--- src/rtl/mem_arbiter.sv ---
// mem_arbiter: round-robin arbiter sharing one memory slave port between the
// instruction fetch unit (read-only) and the load/store unit (read/write).
// One transaction is in flight at a time. A watchdog forces an error response
// when the slave fails to accept or answer within TIMEOUT cycles.
module mem_arbiter #(
  parameter int          ADDR_W  = 32,
  parameter int          DATA_W  = 32,
  parameter int unsigned TIMEOUT = 255
) (
  input  logic                i_clock,
  input  logic                i_reset,
  // instruction fetch unit (read-only)
  input  logic                i_ifu_req,
  input  logic [ADDR_W-1:0]   i_ifu_addr,
  output logic                o_ifu_resp_valid,
  output logic [DATA_W-1:0]   o_ifu_rdata,
  output logic                o_ifu_err,
  // load/store unit
  input  logic                i_lsu_req,
  input  logic                i_lsu_wen,
  input  logic [ADDR_W-1:0]   i_lsu_addr,
  input  logic [DATA_W-1:0]   i_lsu_wdata,
  input  logic [DATA_W/8-1:0] i_lsu_wmask,
  output logic                o_lsu_resp_valid,
  output logic [DATA_W-1:0]   o_lsu_rdata,
  output logic                o_lsu_err,
  // memory slave port
  output logic                o_mem_req_valid,
  input  logic                i_mem_req_ready,
  output logic [ADDR_W-1:0]   o_mem_addr,
  output logic                o_mem_wen,
  output logic [DATA_W-1:0]   o_mem_wdata,
  output logic [DATA_W/8-1:0] o_mem_wmask,
  input  logic                i_mem_resp_valid,
  input  logic [DATA_W-1:0]   i_mem_rdata
);

  localparam int MASK_W = DATA_W / 8;
  // Wide enough to hold TIMEOUT itself so the saturating counter never wraps.
  localparam int CNT_W  = $clog2(TIMEOUT + 2);

  typedef enum logic [1:0] {
    IDLE = 2'd0,
    REQ  = 2'd1,
    WAIT = 2'd2,
    RESP = 2'd3
  } state_t;

  state_t              state_reg;
  logic                owner_ifu_reg;       // 1 = IFU owns the transaction, 0 = LSU
  logic                last_owner_ifu_reg;  // owner of the most recent grant
  logic [CNT_W-1:0]    cnt_reg;
  logic [ADDR_W-1:0]   addr_reg;
  logic                wen_reg;
  logic [DATA_W-1:0]   wdata_reg;
  logic [MASK_W-1:0]   wmask_reg;
  logic                mem_req_valid_reg;
  logic                ifu_resp_valid_reg;
  logic [DATA_W-1:0]   ifu_rdata_reg;
  logic                ifu_err_reg;
  logic                lsu_resp_valid_reg;
  logic [DATA_W-1:0]   lsu_rdata_reg;
  logic                lsu_err_reg;

  logic                grant_ifu;
  logic                timeout_hit;
  logic [DATA_W-1:0]   resp_data;

  // Round-robin: on a tie the master that did not win last time gets the port;
  // a lone requester always wins.
  assign grant_ifu = i_ifu_req && (!i_lsu_req || !last_owner_ifu_reg);

  // The >= keeps the watchdog armed even if a handshake lands exactly on the
  // boundary cycle and the counter moves past TIMEOUT-1 while in WAIT.
  assign timeout_hit = (TIMEOUT != 0) &&
                       (32'(cnt_reg) >= 32'(TIMEOUT - 1));

  // Writes return zero data; reads return whatever the slave supplies.
  assign resp_data = wen_reg ? '0 : i_mem_rdata;

  // Arbitration FSM with registered slave-side and response outputs.
  always_ff @(posedge i_clock) begin
    if (i_reset) begin
      state_reg          <= IDLE;
      owner_ifu_reg      <= 1'b0;
      last_owner_ifu_reg <= 1'b0;
      cnt_reg            <= '0;
      addr_reg           <= '0;
      wen_reg            <= 1'b0;
      wdata_reg          <= '0;
      wmask_reg          <= '0;
      mem_req_valid_reg  <= 1'b0;
      ifu_resp_valid_reg <= 1'b0;
      ifu_rdata_reg      <= '0;
      ifu_err_reg        <= 1'b0;
      lsu_resp_valid_reg <= 1'b0;
      lsu_rdata_reg      <= '0;
      lsu_err_reg        <= 1'b0;
    end else begin
      // Response outputs are single-cycle pulses; zero unless set below.
      ifu_resp_valid_reg <= 1'b0;
      ifu_rdata_reg      <= '0;
      ifu_err_reg        <= 1'b0;
      lsu_resp_valid_reg <= 1'b0;
      lsu_rdata_reg      <= '0;
      lsu_err_reg        <= 1'b0;

      case (state_reg)
        IDLE: begin
          if (i_ifu_req || i_lsu_req) begin
            owner_ifu_reg      <= grant_ifu;
            last_owner_ifu_reg <= grant_ifu;
            cnt_reg            <= '0;
            addr_reg           <= grant_ifu ? i_ifu_addr : i_lsu_addr;
            wen_reg            <= grant_ifu ? 1'b0 : i_lsu_wen;
            wdata_reg          <= grant_ifu ? '0 : i_lsu_wdata;
            wmask_reg          <= grant_ifu ? '0 : i_lsu_wmask;
            mem_req_valid_reg  <= 1'b1;
            state_reg          <= REQ;
          end
        end

        REQ: begin
          if (i_mem_req_ready) begin
            mem_req_valid_reg <= 1'b0;
            state_reg         <= WAIT;
          end else if (timeout_hit) begin
            mem_req_valid_reg  <= 1'b0;
            ifu_resp_valid_reg <= owner_ifu_reg;
            ifu_err_reg        <= owner_ifu_reg;
            lsu_resp_valid_reg <= !owner_ifu_reg;
            lsu_err_reg        <= !owner_ifu_reg;
            state_reg          <= RESP;
          end
          if (cnt_reg != '1) cnt_reg <= cnt_reg + CNT_W'(1);
        end

        WAIT: begin
          if (i_mem_resp_valid) begin
            ifu_resp_valid_reg <= owner_ifu_reg;
            ifu_rdata_reg      <= owner_ifu_reg ? resp_data : '0;
            lsu_resp_valid_reg <= !owner_ifu_reg;
            lsu_rdata_reg      <= owner_ifu_reg ? '0 : resp_data;
            state_reg          <= RESP;
          end else if (timeout_hit) begin
            ifu_resp_valid_reg <= owner_ifu_reg;
            ifu_err_reg        <= owner_ifu_reg;
            lsu_resp_valid_reg <= !owner_ifu_reg;
            lsu_err_reg        <= !owner_ifu_reg;
            state_reg          <= RESP;
          end
          if (cnt_reg != '1) cnt_reg <= cnt_reg + CNT_W'(1);
        end

        RESP: begin
          state_reg <= IDLE;
        end

        default: state_reg <= IDLE;
      endcase
    end
  end

  assign o_mem_req_valid  = mem_req_valid_reg;
  assign o_mem_addr       = addr_reg;
  assign o_mem_wen        = wen_reg;
  assign o_mem_wdata      = wdata_reg;
  assign o_mem_wmask      = wmask_reg;
  assign o_ifu_resp_valid = ifu_resp_valid_reg;
  assign o_ifu_rdata      = ifu_rdata_reg;
  assign o_ifu_err        = ifu_err_reg;
  assign o_lsu_resp_valid = lsu_resp_valid_reg;
  assign o_lsu_rdata      = lsu_rdata_reg;
  assign o_lsu_err        = lsu_err_reg;

endmodule
--- config.mk ---
export PLATFORM = sky130hd
export DESIGN_NAME = mem_arbiter
export DESIGN_NICKNAME = d
export VERILOG_FILES = /design/src/rtl/mem_arbiter.sv
export SDC_FILE = /design/constraint.sdc
export NUM_CORES = 1
export LEC_CHECK = 0
export BUFFER_PORTS_ARGS = -buffer_cell sky130_fd_sc_hd__buf_2
export CAP_MARGIN = 20
export CELL_PAD_IN_SITES_DETAIL_PLACEMENT = 0
export CELL_PAD_IN_SITES_GLOBAL_PLACEMENT = 1
export CORE_AREA = 2 2 137 126
export DETAILED_ROUTE_END_ITERATION = 8
export DIE_AREA = 0 0 139 128
export GPL_ROUTABILITY_DRIVEN = 0
export HOLD_SLACK_MARGIN = 0.08
export PLACE_DENSITY = 0.87
export SYNTH_ARGS = -nofsm -noshare
export SYNTH_HDL_FRONTEND = slang
export SYNTH_SLANG_ARGS = --single-unit
export TNS_END_PERCENT = 5
--- constraint.sdc ---
create_clock -name i_clock -period 2.9 [get_ports i_clock]
set_input_delay 0.435 -clock i_clock [delete_from_list [all_inputs] [get_ports i_clock]]
set_output_delay 0.435 -clock i_clock [all_outputs]
set_load 0.1 [all_outputs]
==> results <==
- Counting every net in the synthesized netlist gives 686.
- The relative area change from synthesis to final layout is 42.7%.
- Before antenna repair, the detailed router went through 4 iterations.
- Global routing consumed, on the met3 layer, 6.20% of the routing resources.
- The overall die width is 139 um.
- The number of global-route vias before repair is 4412.
- The first-iteration detailed-routing DRC count is 153.
- met2 is the most crowded layer.
- The number of buffers on the longest clock path is 2.
- The flip-flop and latch count after synthesis is 150.
- The tree is rooted in a sky130_fd_sc_hd__clkbuf_16.
- The count of inserted antenna diode cells is 0.
- The final HPWL from detailed placement is 10200 um.
- The commonest register cell after synthesis is sky130_fd_sc_hd__dfxtp_1.
- The startpoint identified for the worst register-to-register timing path is cnt_reg[1].
- After routing, the total negative slack on setup checks comes to 0 ps.
- The signal on the critical path passes through ha_1 > nand3_1 > nor2_1 > ha_1 > and2_4 > or3_1 > or3_1 > a21oi_1.
- The number of antenna violations at the first check in global routing is 0.
- The cell area after layout is 0.00733 sq mm.
- The share of flip-flops with an asynchronous set or reset after synthesis is 0%.
- The beginning of the worst hold path is i_lsu_wdata[8].
- The mean routed wirelength per cell is 13.6 um.
- The actual transition at the worst max-transition pin is 616 ps.
- The fraction of layout cells with a size suffix above 1 is 39.5%.
- The category of the worst setup path capture point is a flop.
- Once detail routing completed, the nets flagged for antenna violations numbered 0.
- Each instance of the synthesized netlist takes up on average 9.51 sq um.
- The top cell family by delay on the critical path is simple AND/OR/NAND/NOR gates.
- The post-synthesis instance total is 540.
- The final number of hold-violating endpoints is 0.
- Port buffering added 276 buffers.
- After layout, the minimum clock period comes to 2150 ps.
- IR analysis of the VDD net gives a maximum drop of 0.633 mV.
- The average vias per placed instance is 4.54.
- For this run, global-route usage on met1 was measured as 17.9%.
- The largest net degree at the start of global routing is 66.
- The arrival time reported for the critical path endpoint is 2500 ps.
- The setup slack on the worst flop-to-flop path is 750 ps.
- The kind of start point of the critical path is a flop.
- The clock insertion delay at the later pin of the skew report is 420 ps.
- The total number of H-tree levels is 4.
- Static timing analysis puts the maximum clock frequency at 465 MHz.
- Along the worst hold path, the cell count comes to 2.
- The post-layout total power is 6340 uW.
- The tool flagged a number of max-cap violations equal to 0.
- The data required time of the worst path is 3250 ps.
- The hold-fix buffer count after cts is 0.
- The floorplan row count is 45.
- The global route total overflow is 0.
- Clock tree synthesis inserted a total of 17 buffers.
- Yosys mapped a number of flops with a built-in enable equal to 0.
- The number of nets in the layout is 955.
- Together, buffers and inverters on the worst path number 0.
- The leakage power figure is 0.00362 uW.
- During synthesis, Yosys emitted a total of 0 warnings.
- The endpoint identified for the worst register-to-register timing path is cnt_reg[7].
- The total of cells resized after clock tree synthesis is 0.
- The worst max-slew margin expressed relative to the limit is 59.0%.
- The filler cells instantiated in the layout total 1608.
- The post-CTS clock slew at the launch and capture registers of the worst setup and hold paths is 70 ps.
- The class of the tightest hold or removal check is primary input to flop.
- The post-placement cell area is 0.00672 sq mm.
- Across the routed clock network, the largest skew measured is 12.4 ps.
- The global-route wire length before repair is 21800 um.
- Buffers added to address setup during post-CTS repair amount to 0.
- The core footprint is 0.0164 sq mm.
- Summing the sequential cell areas from Yosys gives 58.5% of the chip area.
- The filler-free cell count of the finished design is 1033.
- In this run the worst path has a maximum fanout of 7.
- The post-detailed-route DRC marker count is 0.
- The depth of the worst register-to-register path is 8.
- Wires add up to 14000 um.
- The number of clock sinks is 150.
- The overall fraction of global-route tracks in use is 15.4%.
- The flow ran to the end, and the final reports show no timing, DRC or antenna violations.
- The slowest cell on the critical path is sky130_fd_sc_hd__or3_1.
- The count of final max-slew check failures came to 0.
- The count of boundary I/O pins is 277.
- The total power divided by cell area is 866 mW/mm^2.
- The type of the worst setup path is flop to flop.
- The largest single stage delay on the critical path is 460 ps.
- The height of the die is 128 um.
- Dividing the final minimum period by the clock period gives 74.1%.
- Setup violations remaining at the end of the flow were counted as 0.
- TritonCTS built the clock tree.
- The overall via count from detail_route is 4692.
- For this run, global-route usage on met2 was measured as 26.1%.
- The worst hold path endpoint is o_mem_wdata[8].
- The netlist uses 38 different library cells.
- The initial standard-cell utilization of the core is 31.2%.
- The synthesized netlist occupies a cell area of 0.00514 sq mm.
- The floorplan step defined a die boundary enclosing 0.0178 sq mm.
- The cell count after placement is 1001.
- Setup repair after global routing left no endpoint under its margin.
## Yosys cell counts, types with 2 or more instances
cell	n	share of area, %
sky130_fd_sc_hd__xnor2_1	3	0.51
sky130_fd_sc_hd__a21oi_1	7	0.68
sky130_fd_sc_hd__buf_1	4	0.29
sky130_fd_sc_hd__or3_1	5	0.61
sky130_fd_sc_hd__nand3_1	4	0.39
sky130_fd_sc_hd__ha_1	7	1.7
sky130_fd_sc_hd__nand2_1	74	5.4
sky130_fd_sc_hd__a22o_1	37	6.3
sky130_fd_sc_hd__nand4_1	2	0.24
sky130_fd_sc_hd__clkbuf_1	24	1.8
sky130_fd_sc_hd__nor4_1	4	0.49
sky130_fd_sc_hd__buf_2	6	0.58
sky130_fd_sc_hd__and2_1	2	0.24
sky130_fd_sc_hd__nor2b_1	3	0.37
sky130_fd_sc_hd__o21ai_0	6	0.58
sky130_fd_sc_hd__dfxtp_1	150	58
sky130_fd_sc_hd__a311oi_1	33	5.6
sky130_fd_sc_hd__nor2_1	112	8.2
sky130_fd_sc_hd__nor3_1	3	0.29
sky130_fd_sc_hd__inv_1	4	0.29
sky130_fd_sc_hd__nand2b_1	32	3.9
sky130_fd_sc_hd__clkbuf_2	2	0.19
## routing by layer
metal	up-vias	part of all wire, %
met1	2102	42
met4	0	1.0
li1	2387	-
met3	9	8.8
met2	194	48
met5	-	0
## where the power goes
part | internal, uW | switching, uW
logic | 364 | 1460
clock network | 1240 | 985
registers | 2220 | 82.2
total | 3820 | 2530
## how the worst max path moves through the flow
stage,to,start,cells after the start
6_report,cnt_reg[7],cnt_reg[1],8
5_1_grt,cnt_reg[5],cnt_reg[1],8
4_1_cts,cnt_reg[5],cnt_reg[1],8
3_5_place_dp,cnt_reg[5],cnt_reg[1],8
3_3_place_gp,cnt_reg[7],cnt_reg[1],8
2_1_floorplan,cnt_reg[5],cnt_reg[1],9
## stage by stage
stage	setup slack, ps	utilization (%)	hold WS [ps]
floorplan	877	-	446
global placement	794	40.9	456
detailed placement	762	40.9	458
CTS	750	44.6	196
global route	668	44.6	194
finish	751	44.6	220
## worst register-to-register path: cells and delay by family (launching register included)
kind                       cells  cell delay [ps]
and+or+nand+nor                5             1140
AOI/OAI and AO/OA              1              140
DFF                            1              360
adders and majority gates      2              440
## placed cells by master (no fill, tap or decap), types with 2 or more instances in the layout
cell                         netlist  routed
sky130_fd_sc_hd__buf_2             6     276
sky130_fd_sc_hd__dfxtp_1         150     150
sky130_fd_sc_hd__nor2_1          112     111
sky130_fd_sc_hd__nand2_1          74      74
sky130_fd_sc_hd__a22o_1           37      37
sky130_fd_sc_hd__a311oi_1         33      33
sky130_fd_sc_hd__nand2b_1         32      32
sky130_fd_sc_hd__clkbuf_16         0      17
sky130_fd_sc_hd__buf_4             0      10
sky130_fd_sc_hd__a21oi_1           7       7
sky130_fd_sc_hd__ha_1              7       7
sky130_fd_sc_hd__o21ai_0           6       6
sky130_fd_sc_hd__or3_1             5       5
sky130_fd_sc_hd__inv_1             4       4
sky130_fd_sc_hd__nand3_1           4       4
sky130_fd_sc_hd__nor4_1            4       4
sky130_fd_sc_hd__inv_6             0       4
sky130_fd_sc_hd__inv_8             0       4
sky130_fd_sc_hd__nor2b_1           3       3
sky130_fd_sc_hd__xnor2_1           3       3
sky130_fd_sc_hd__nor3_1            3       3
sky130_fd_sc_hd__clkinvlp_4        0       3
sky130_fd_sc_hd__clkinv_8          0       3
sky130_fd_sc_hd__nand4_1           2       2
sky130_fd_sc_hd__and2_1            2       2
## layout make-up
type,count,area (sq um),share of cell area [%]
timing repair buffer,286,1460,19.9
clock buffer,17,425,5.81
clock inverter,15,181,2.48
multi-input combinational,350,1980,27.0
tap,211,264,3.60
sequential,150,3000,41.0
inverter,4,15.0,0.205
## cells by family after synthesis
| family | share of synthesized area [%] |
|---|---|
| buffers and inverters | 3.12 |
| DFF | 58.5 |
| adders and majority gates | 1.71 |
| xor gates and xnor gates | 0.682 |
| AOI/OAI and AO/OA | 14.4 |
| and+or+nand+nor | 21.6 |
Power figures use the tool's default switching activity.
